**src/rtl/mult_seq_pkg.sv**
```systemverilog
// Shared types and helpers for the sequential digit multiplier.
package mult_seq_pkg;

  typedef enum logic [1:0] {
    IDLE,
    CALC,
    DONE
  } state_t;

  function automatic int unsigned shift_amt(
    input int unsigned i,
    input int unsigned j,
    input int unsigned a_dig,
    input int unsigned b_dig
  );
    return i * a_dig + j * b_dig;
  endfunction

endpackage

```
**src/rtl/mult_seq_ctrl.sv**
```systemverilog
// Start/busy/done controller with A (inner) and B (outer) digit counters.
module mult_seq_ctrl
  import mult_seq_pkg::*;
#(
  parameter int NA = 4,
  parameter int NB = 2,
  parameter int IW = 2,
  parameter int JW = 1
) (
  input  logic          clk,
  input  logic          reset,
  input  logic          start,
  output logic [IW-1:0] a_idx,
  output logic [JW-1:0] b_idx,
  output logic          clr_prod,
  output logic          upd_prod,
  output logic          busy,
  output logic          done,
  output logic          ready
);

  localparam logic [IW-1:0] A_LAST = IW'(NA - 1);
  localparam logic [JW-1:0] B_LAST = JW'(NB - 1);

  state_t state, state_n;

  always_ff @(posedge clk or negedge reset) begin
    if (!reset) begin
      state <= IDLE;
    end else begin
      state <= state_n;
    end
  end

  always_comb begin
    state_n  = state;
    ready    = 1'b0;
    busy     = 1'b0;
    done     = 1'b0;
    clr_prod = 1'b0;
    upd_prod = 1'b0;
    unique case (state)
      IDLE: begin
        ready = 1'b1;
        if (start) begin
          clr_prod = 1'b1;
          state_n  = CALC;
        end
      end
      CALC: begin
        busy     = 1'b1;
        upd_prod = 1'b1;
        if (a_idx == A_LAST && b_idx == B_LAST)
          state_n = DONE;
      end
      DONE: begin
        ready = 1'b1;
        done  = 1'b1;
        if (start) begin
          clr_prod = 1'b1;
          state_n  = CALC;
        end else begin
          state_n = IDLE;
        end
      end
      default: state_n = IDLE;
    endcase
  end

  // A digit index runs fastest; B index advances on each A wrap
  always_ff @(posedge clk or negedge reset) begin
    if (!reset) begin
      a_idx <= '0;
      b_idx <= '0;
    end else if (clr_prod) begin
      a_idx <= '0;
      b_idx <= '0;
    end else if (upd_prod) begin
      if (a_idx == A_LAST) begin
        a_idx <= '0;
        b_idx <= (b_idx == B_LAST) ? '0 : b_idx + 1'b1;
      end else begin
        a_idx <= a_idx + 1'b1;
      end
    end
  end

endmodule

```
**src/rtl/mult_seq_param.sv**
```systemverilog
// Parametrised sequential unsigned multiplier: one digit product per cycle
// is shifted into place and accumulated into the product register.
module mult_seq_param
  import mult_seq_pkg::*;
#(
  parameter int A_W   = 32,
  parameter int B_W   = 32,
  parameter int A_DIG = 8,
  parameter int B_DIG = 16
) (
  input  logic               clk,
  input  logic               reset,
  input  logic               start,
  input  logic [A_W-1:0]     a,
  input  logic [B_W-1:0]     b,
  output logic               ready,
  output logic               busy,
  output logic               done,
  output logic [A_W+B_W-1:0] product
);

  localparam int NA    = A_W / A_DIG;
  localparam int NB    = B_W / B_DIG;
  localparam int P_W   = A_W + B_W;
  localparam int PP_W  = A_DIG + B_DIG;
  localparam int IW    = (NA > 1) ? $clog2(NA) : 1;
  localparam int JW    = (NB > 1) ? $clog2(NB) : 1;

  if (A_W % A_DIG != 0) begin : g_bad_a_dig
    $error("A_W must be a multiple of A_DIG");
  end
  if (B_W % B_DIG != 0) begin : g_bad_b_dig
    $error("B_W must be a multiple of B_DIG");
  end

  logic [IW-1:0]    a_idx;
  logic [JW-1:0]    b_idx;
  logic             clr_prod;
  logic             upd_prod;
  logic [A_W-1:0]   a_reg;
  logic [B_W-1:0]   b_reg;
  logic [A_DIG-1:0] a_dig;
  logic [B_DIG-1:0] b_dig;
  logic [PP_W-1:0]  pp;
  logic [P_W-1:0]   term;

  mult_seq_ctrl #(
    .NA(NA),
    .NB(NB),
    .IW(IW),
    .JW(JW)
  ) u_ctrl (
    .clk     (clk),
    .reset   (reset),
    .start   (start),
    .a_idx   (a_idx),
    .b_idx   (b_idx),
    .clr_prod(clr_prod),
    .upd_prod(upd_prod),
    .busy    (busy),
    .done    (done),
    .ready   (ready)
  );

  always_comb begin
    a_dig = a_reg[int'(a_idx) * A_DIG +: A_DIG];
    b_dig = b_reg[int'(b_idx) * B_DIG +: B_DIG];
    pp    = {{B_DIG{1'b0}}, a_dig} * {{A_DIG{1'b0}}, b_dig};
    term  = P_W'(pp) << shift_amt(int'(a_idx), int'(b_idx), A_DIG, B_DIG);
  end

  always_ff @(posedge clk or negedge reset) begin
    if (!reset) begin
      a_reg   <= '0;
      b_reg   <= '0;
      product <= '0;
    end else if (clr_prod) begin
      a_reg   <= a;
      b_reg   <= b;
      product <= '0;
    end else if (upd_prod) begin
      product <= product + term;
    end
  end

endmodule
```
**config.mk**
```make
export PLATFORM = sky130hd
export DESIGN_NAME = mult_seq_param
export DESIGN_NICKNAME = d
export VERILOG_FILES = /design/src/rtl/mult_seq_pkg.sv /design/src/rtl/mult_seq_ctrl.sv /design/src/rtl/mult_seq_param.sv
export SDC_FILE = /design/constraint.sdc
export NUM_CORES = 1
export LEC_CHECK = 0
export CORE_MARGIN = 4
export CORE_UTILIZATION = 60
export CTS_CLUSTER_DIAMETER = 100
export DETAILED_ROUTE_END_ITERATION = 8
export GPL_TIMING_DRIVEN = 0
export PLACE_DENSITY = 0.95
export SLEW_MARGIN = 10
export SYNTH_ARGS = -nofsm -noshare
export SYNTH_HDL_FRONTEND = slang
export SYNTH_SLANG_ARGS = --single-unit
```
**constraint.sdc**
```tcl
create_clock -name clk -period 10.42 [get_ports clk]
set_input_delay 2.084 -clock clk [delete_from_list [all_inputs] [get_ports clk]]
set_output_delay 2.084 -clock clk [all_outputs]
set_load 0.005 [all_outputs]
```
Word level (Yosys, flattened, before mapping)
Cells that the tools add are included.

storage, ports and cells
  bits in registers = 133
  logic and storage cells = 44
  output and inout port bits = 67
  input bits = 67

operators by class
  add/subtract/negate cells = 4
  shifts and indexed selects = 3
  reductions and logical operators = 7
  multiply operators = 1
  mux-type cells = 18
  eq/ne operators = 5

operators by type and width
  cell                                            number
  2-to-1 mux 64 bit                               2
  adder 64 bit                                    1
  << shifter 24 x 6 -> 64 bit                     1
  indexed part select 32 x 6 -> 16 bit            1
  indexed part select 32 x 6 -> 8 bit             1
  multiplier 8 x 16 -> 24 bit                     1
  2-to-1 mux 1 bit                                10
  2-to-1 mux 2 bit                                5
  adder 5 x 5 -> 6 bit                            1
  case mux 2 bit (3 select lines)                 1
  == test 2 bit (second input constant)           2
  AND reduction 2 bit                             2
  nonzero test 2 bit                              2
  adder 2 x 1 -> 2 bit (second input constant)    1
  == test 2 x 1 -> 1 bit (second input constant)  1
  logical NOT 2 bit                               1
  != test 2 x 1 -> 1 bit (second input constant)  1
  != test 2 bit (second input constant)           1
  OR reduction 2 bit                              1
  adder 1 bit (second input constant)             1
  logical AND 1 bit                               1

Logic depth before layout (Yosys ltp)
  depth after elaboration = 6
  depth in mapped cells = 37
  depth with buffers taken out = 34

Cells and area by module
Synthesis repeated with hierarchy kept, for this count alone.

unflattened totals
  cells, all modules = 1,641
  area total of the unflattened synthesis = 14,350.0 um2

by module, submodules not included
  module          instances  cells each  area an instance (um2)  sequential area each (um2)
  mult_seq_param  1          1,617       14,082.3                3,203.1
  mult_seq_ctrl   1          24          267.8                   125.1

Least setup slack after synthesis
No wires, ideal clock.

  path type = reg-to-reg
  start = register u_ctrl.a_idx[1]
  end = register product[60]
  data required time = 10.289 ns
  buffers on the path = 3
  slack = 1.596 ns
  stages on the path, launching flop included = 35
  setup time = 0.131 ns
  data arrival time = 8.694 ns
  period minus slack after synthesis = 8.824 ns
  cells stage by stage = dfrtp_1 > clkbuf_1 > buf_1 > mux2_2 > o21ai_1 > clkbuf_1 > nor2_1 > fa_1 > fa_1 > fa_1 > inv_1 > fa_1 > inv_1 > ha_1 > or4_1 > a21oi_2 > o21ai_2 > nand3_2 > nand3_4 > o41ai_4 > xor2_1 > mux2i_1 > o32a_1 > nor2_1 > ha_1 > a21oi_1 > o21bai_4 > a2111oi_4 > o32ai_1 > or4_1 > o211ai_2 > o211ai_2 > o31ai_2 > xor2_1 > o21ai_1

between the ends
  longest elaborated chain between the ends = 6
  elaborated cells between the ends (all ways) = 7
  those cells by class = 2 x add/sub; 1 x mul; 2 x shift; 2 x mux

ends and longest elaborated chain
  what                                 line                  source
  from (decl)                          mult_seq_ctrl.sv:13   output logic [IW-1:0] a_idx,
  from (signal assigned)               mult_seq_ctrl.sv:83   a_idx <= a_idx + 1'b1;
  indexed part select 32 x 6 -> 8 bit  mult_seq_param.sv:66  a_dig = a_reg[int'(a_idx) * A_DIG +: A_DIG];
  multiplier 8 x 16 -> 24 bit          mult_seq_param.sv:68  pp = {{B_DIG{1'b0}}, a_dig} * {{A_DIG{1'b0}}, b_dig};
  << shifter 24 x 6 -> 64 bit *        mult_seq_param.sv:69  term = P_W'(pp) << shift_amt(int'(a_idx), int'(b_idx), A_DIG, B_DIG);
  adder 64 bit *                       mult_seq_param.sv:82  product <= product + term;
  2-to-1 mux 64 bit *                  mult_seq_param.sv:81  end else if (upd_prod) begin
  2-to-1 mux 64 bit *                  mult_seq_param.sv:77  end else if (clr_prod) begin
  to (signal assigned)                 mult_seq_param.sv:82
  to (decl)                            mult_seq_param.sv:19  output logic [A_W+B_W-1:0] product

Mark *: on every way between the ends. The rest lies on a longest branch, timed or not. The select of a mux whose other input is x is not followed.
A chain may end at the register's enable or synchronous reset.

Worst setup path after layout
  start = register u_ctrl.b_idx
  end = register product[63]

between the ends
  longest elaborated chain between the ends = 6
  elaborated cells between the ends (all ways) = 7
  those cells by class = 2 x add/sub; 1 x mul; 2 x shift; 2 x mux

ends and longest elaborated chain
  what                                  line                  source
  from (decl)                           mult_seq_ctrl.sv:14   output logic [JW-1:0] b_idx,
  from (signal assigned)                mult_seq_ctrl.sv:81   b_idx <= (b_idx == B_LAST) ? '0 : b_idx + 1'b1;
  indexed part select 32 x 6 -> 16 bit  mult_seq_param.sv:67  b_dig = b_reg[int'(b_idx) * B_DIG +: B_DIG];
  multiplier 8 x 16 -> 24 bit           mult_seq_param.sv:68
  << shifter 24 x 6 -> 64 bit *         mult_seq_param.sv:69
  adder 64 bit *                        mult_seq_param.sv:82
  2-to-1 mux 64 bit *                   mult_seq_param.sv:81
  2-to-1 mux 64 bit *                   mult_seq_param.sv:77

Marked as above.

==> impl_metrics.yaml <==
logic_synthesis:
  synth_cell_types: 87
  synth_seq_cells: 133
  synth_top_family_by_area: "adder cells"
  syn_nets: 1964
  synth-xor-area-share_pct: 4.58
  synthFlopType: "dfrtp_1"
  synth.most_common_cell: "nand2_1"
  yosysWarningCount: 0
  avgSynthCellArea_um2: 8.09
  synth_top_cell_by_area: "dfrtp_1"
  synthSimpleGateAreaFrac_pct: 20.5
  syn-cell-area_mm2: 0.0138
  synthAdderAreaFrac_pct: 22.3
  synth_mux_area_share_pct: 3.01
  async_flop_share_pct: 100
  synth.area.top_cells: "dfrtp_1 24%, fa_1 12%, ha_1 9.9%"
  synth_top_cell_area_share_pct: 24.2
  synth-edff-count: 0
  ys_seq_area_share_pct: 24.2
  synth-compound-area-share_pct: 19.7
  synth_common_cells: "324 x nand2_1, 175 x nor2_1, 133 x dfrtp_1"
  synthCells: 1703
die:
  die_area_mm2: 0.0254
  die_w_um: 159
  io_pins: 134
  start_util_pct: 60.8
  core_area_mm2: 0.0226
  rows: 55
  die_h_um: 159
global_routing:
  overflow: 0
  grt_pass1_vias: 13780
  grt_pass1_wl_um: 71600
  grtUsageTotal_pct: 34.6
  grt_max_degree: 86
  antenna_found_initial: 0
clock_network:
  ctsRootBufferMaster: "clkbuf_16"
  cts_buffers: 17
  clock_sinks: 133
  clkTransAtPathRegs_ns: 0.07
  clockBufferDepth: 2
  insertion_delay_ns: 0.44
  post-cts-setup-buffers: 0
  h-tree-depth: 4
  cts_tree: "done"
cells_and_area:
  nNetsFinal: 2117
  seqCellArea_mm2: 0.00333
  layout-drive-gt1-share_pct: 6.85
  multi_input_area_mm2: 0.00971
  fillerInstances: 1612
  diodes: 0
  area_growth_pct: 17.6
  final_util_pct: 71.5
  largest_register_ff_count: 64
detailed_routing:
  postRouteAntennaNets: 0
  drt-total-wl_um: 44700
  post_drt_wl_per_cell_um: 20.7
  via_count: 13734
  drcViolationCount: 0
  first_iter_violations: 1546
  drtPass1Iterations: 8
  vias_per_cell: 6.38
setup_path:
  cp_slowest_cell: "buf_1"
  crit_fanout: 10
  reg2reg_slack_ns: 0.31
  endpoint_kind: "flip-flop"
  path_buf_inv: 5
  critical_path.max_stage_delay_ns: 0.64
  worst_path_most_repeated_cell: "fa_1"
  crit_arrival_ns: 10.39
  reg2reg_from: "u_ctrl.b_idx"
  startpoint_type: "flip-flop"
  cp_top_family: "adder cells"
  r2r-end: "product[63]"
  required_ns: 10.70
  r2r_cells: 33
  crit_type: "reg2reg"
worst_hold_path:
  hold_depth: 2
  hp-start: "a_reg[27]"
  hold_end: "a_reg[27]"
  hold_path_class: "reg2reg"
sta:
  hold_viol_final: 0
  finalMaxSlewViolations: 0
  tightest_slew_ns: 1.19
  fmax_ghz: 0.0989
  period_minus_slack_ns: 10.11
  setup_violations: 0
  fin_skew_ns: 0.0103
  finalCritPeriodShare_pct: 97.0
  slew-limit-headroom_pct: 20.4
run_status:
  outcome: "finished, final reports clean"
placed_design:
  globalplace.congestion: 0.986
  port_buffers: 133
  dp_hpwl_um: 33400
run:
  maxCapViolations: 0
## layout by cell type, fill, tap and decap left out, types with 14 or more instances in the layout
cell / instances
nand2b_1: 14
o21bai_1: 19
xor2_1: 30
and2_1: 15
a21o_1: 42
o22ai_1: 15
inv_1: 128
nand3_1: 21
nand2_1: 324
fa_1: 85
xnor2_1: 40
o21ai_1: 16
o21ai_0: 100
nor3_1: 16
ha_1: 109
or2_2: 18
dfrtp_1: 133
clkdlybuf4s50_1: 132
nor2_1: 175
clkbuf_1: 47
clkbuf_16: 17
a21oi_1: 89
mux2i_1: 22
nand4_1: 18
## how the worst max path moves through the flow
stage	startpoint	end	cells past startpoint
after floorplan	u_ctrl.a_idx[1]	product[60]	34
after global placement	u_ctrl.a_idx[1]	product[52]	34
after detailed placement	u_ctrl.a_idx[1]	product[56]	34
after CTS	u_ctrl.a_idx[1]	product[56]	35
after global routing	u_ctrl.b_idx	product[52]	32
final	u_ctrl.b_idx	product[63]	33
## layer usage
| layer | vias to the layer above | track usage, % | routed length [um] |
|---|---|---|---|
| li1 | 6118 | - | - |
| met1 | 6581 | 45.9 | 17400 |
| met2 | 862 | 54.8 | 20800 |
| met3 | 173 | 9.22 | 4790 |
| met4 | 0 | 12.6 | 1700 |
| met5 | - | 0 | 0 |
## through the flow
stage | std cells | TNS [ns] | hold slack (ns) | worst slack, ns | cell area, um2
after floorplan | 1703 | 0 | 0.440 | 1.60 | 13800
after global placement | 2121 | -0.0969 | 0.454 | -0.0540 | 15500
after detailed placement | 2122 | -1.46 | 0.458 | -0.301 | 15500
after CTS | 2154 | 0 | 0.476 | 0.0166 | 16100
after global routing | 2154 | -0.156 | 0.506 | -0.0601 | 16200
final | 2154 | 0 | 0.478 | 0.308 | 16200
## cells by family after synthesis
kind of cell	after synthesis
compound gates	405
simple gates	650
fa+ha+maj	194
xor+xnor	72
flops	133
buf+inv	210
mux	39
## tightest hold or removal path: cells and delay by family (launching register included)
family           cells  cell delay, ns
AND/OR/NAND/NOR      2            0.10
flip-flops           1            0.34
## timing repair
action / in CTS / in global routing
gates resized for setup: 9 / 22
hold buffers: 0 / 0
pin swaps: 0 / 0
setup endpoints to repair: 17 / 20
## area by class of cell
cell class,count,share of cell area (%)
inverter,132,3.06
timing repair buffer,134,8.40
buffer,78,1.97
multi-input combinational,1360,60.0
tap,285,2.20
clock buffer,17,2.63
clock inverter,15,1.24
sequential,133,20.6
Power is left out: the tool's default activity adds up to more than one toggle a clock period on the data nets, which glitch-free logic cannot reach.
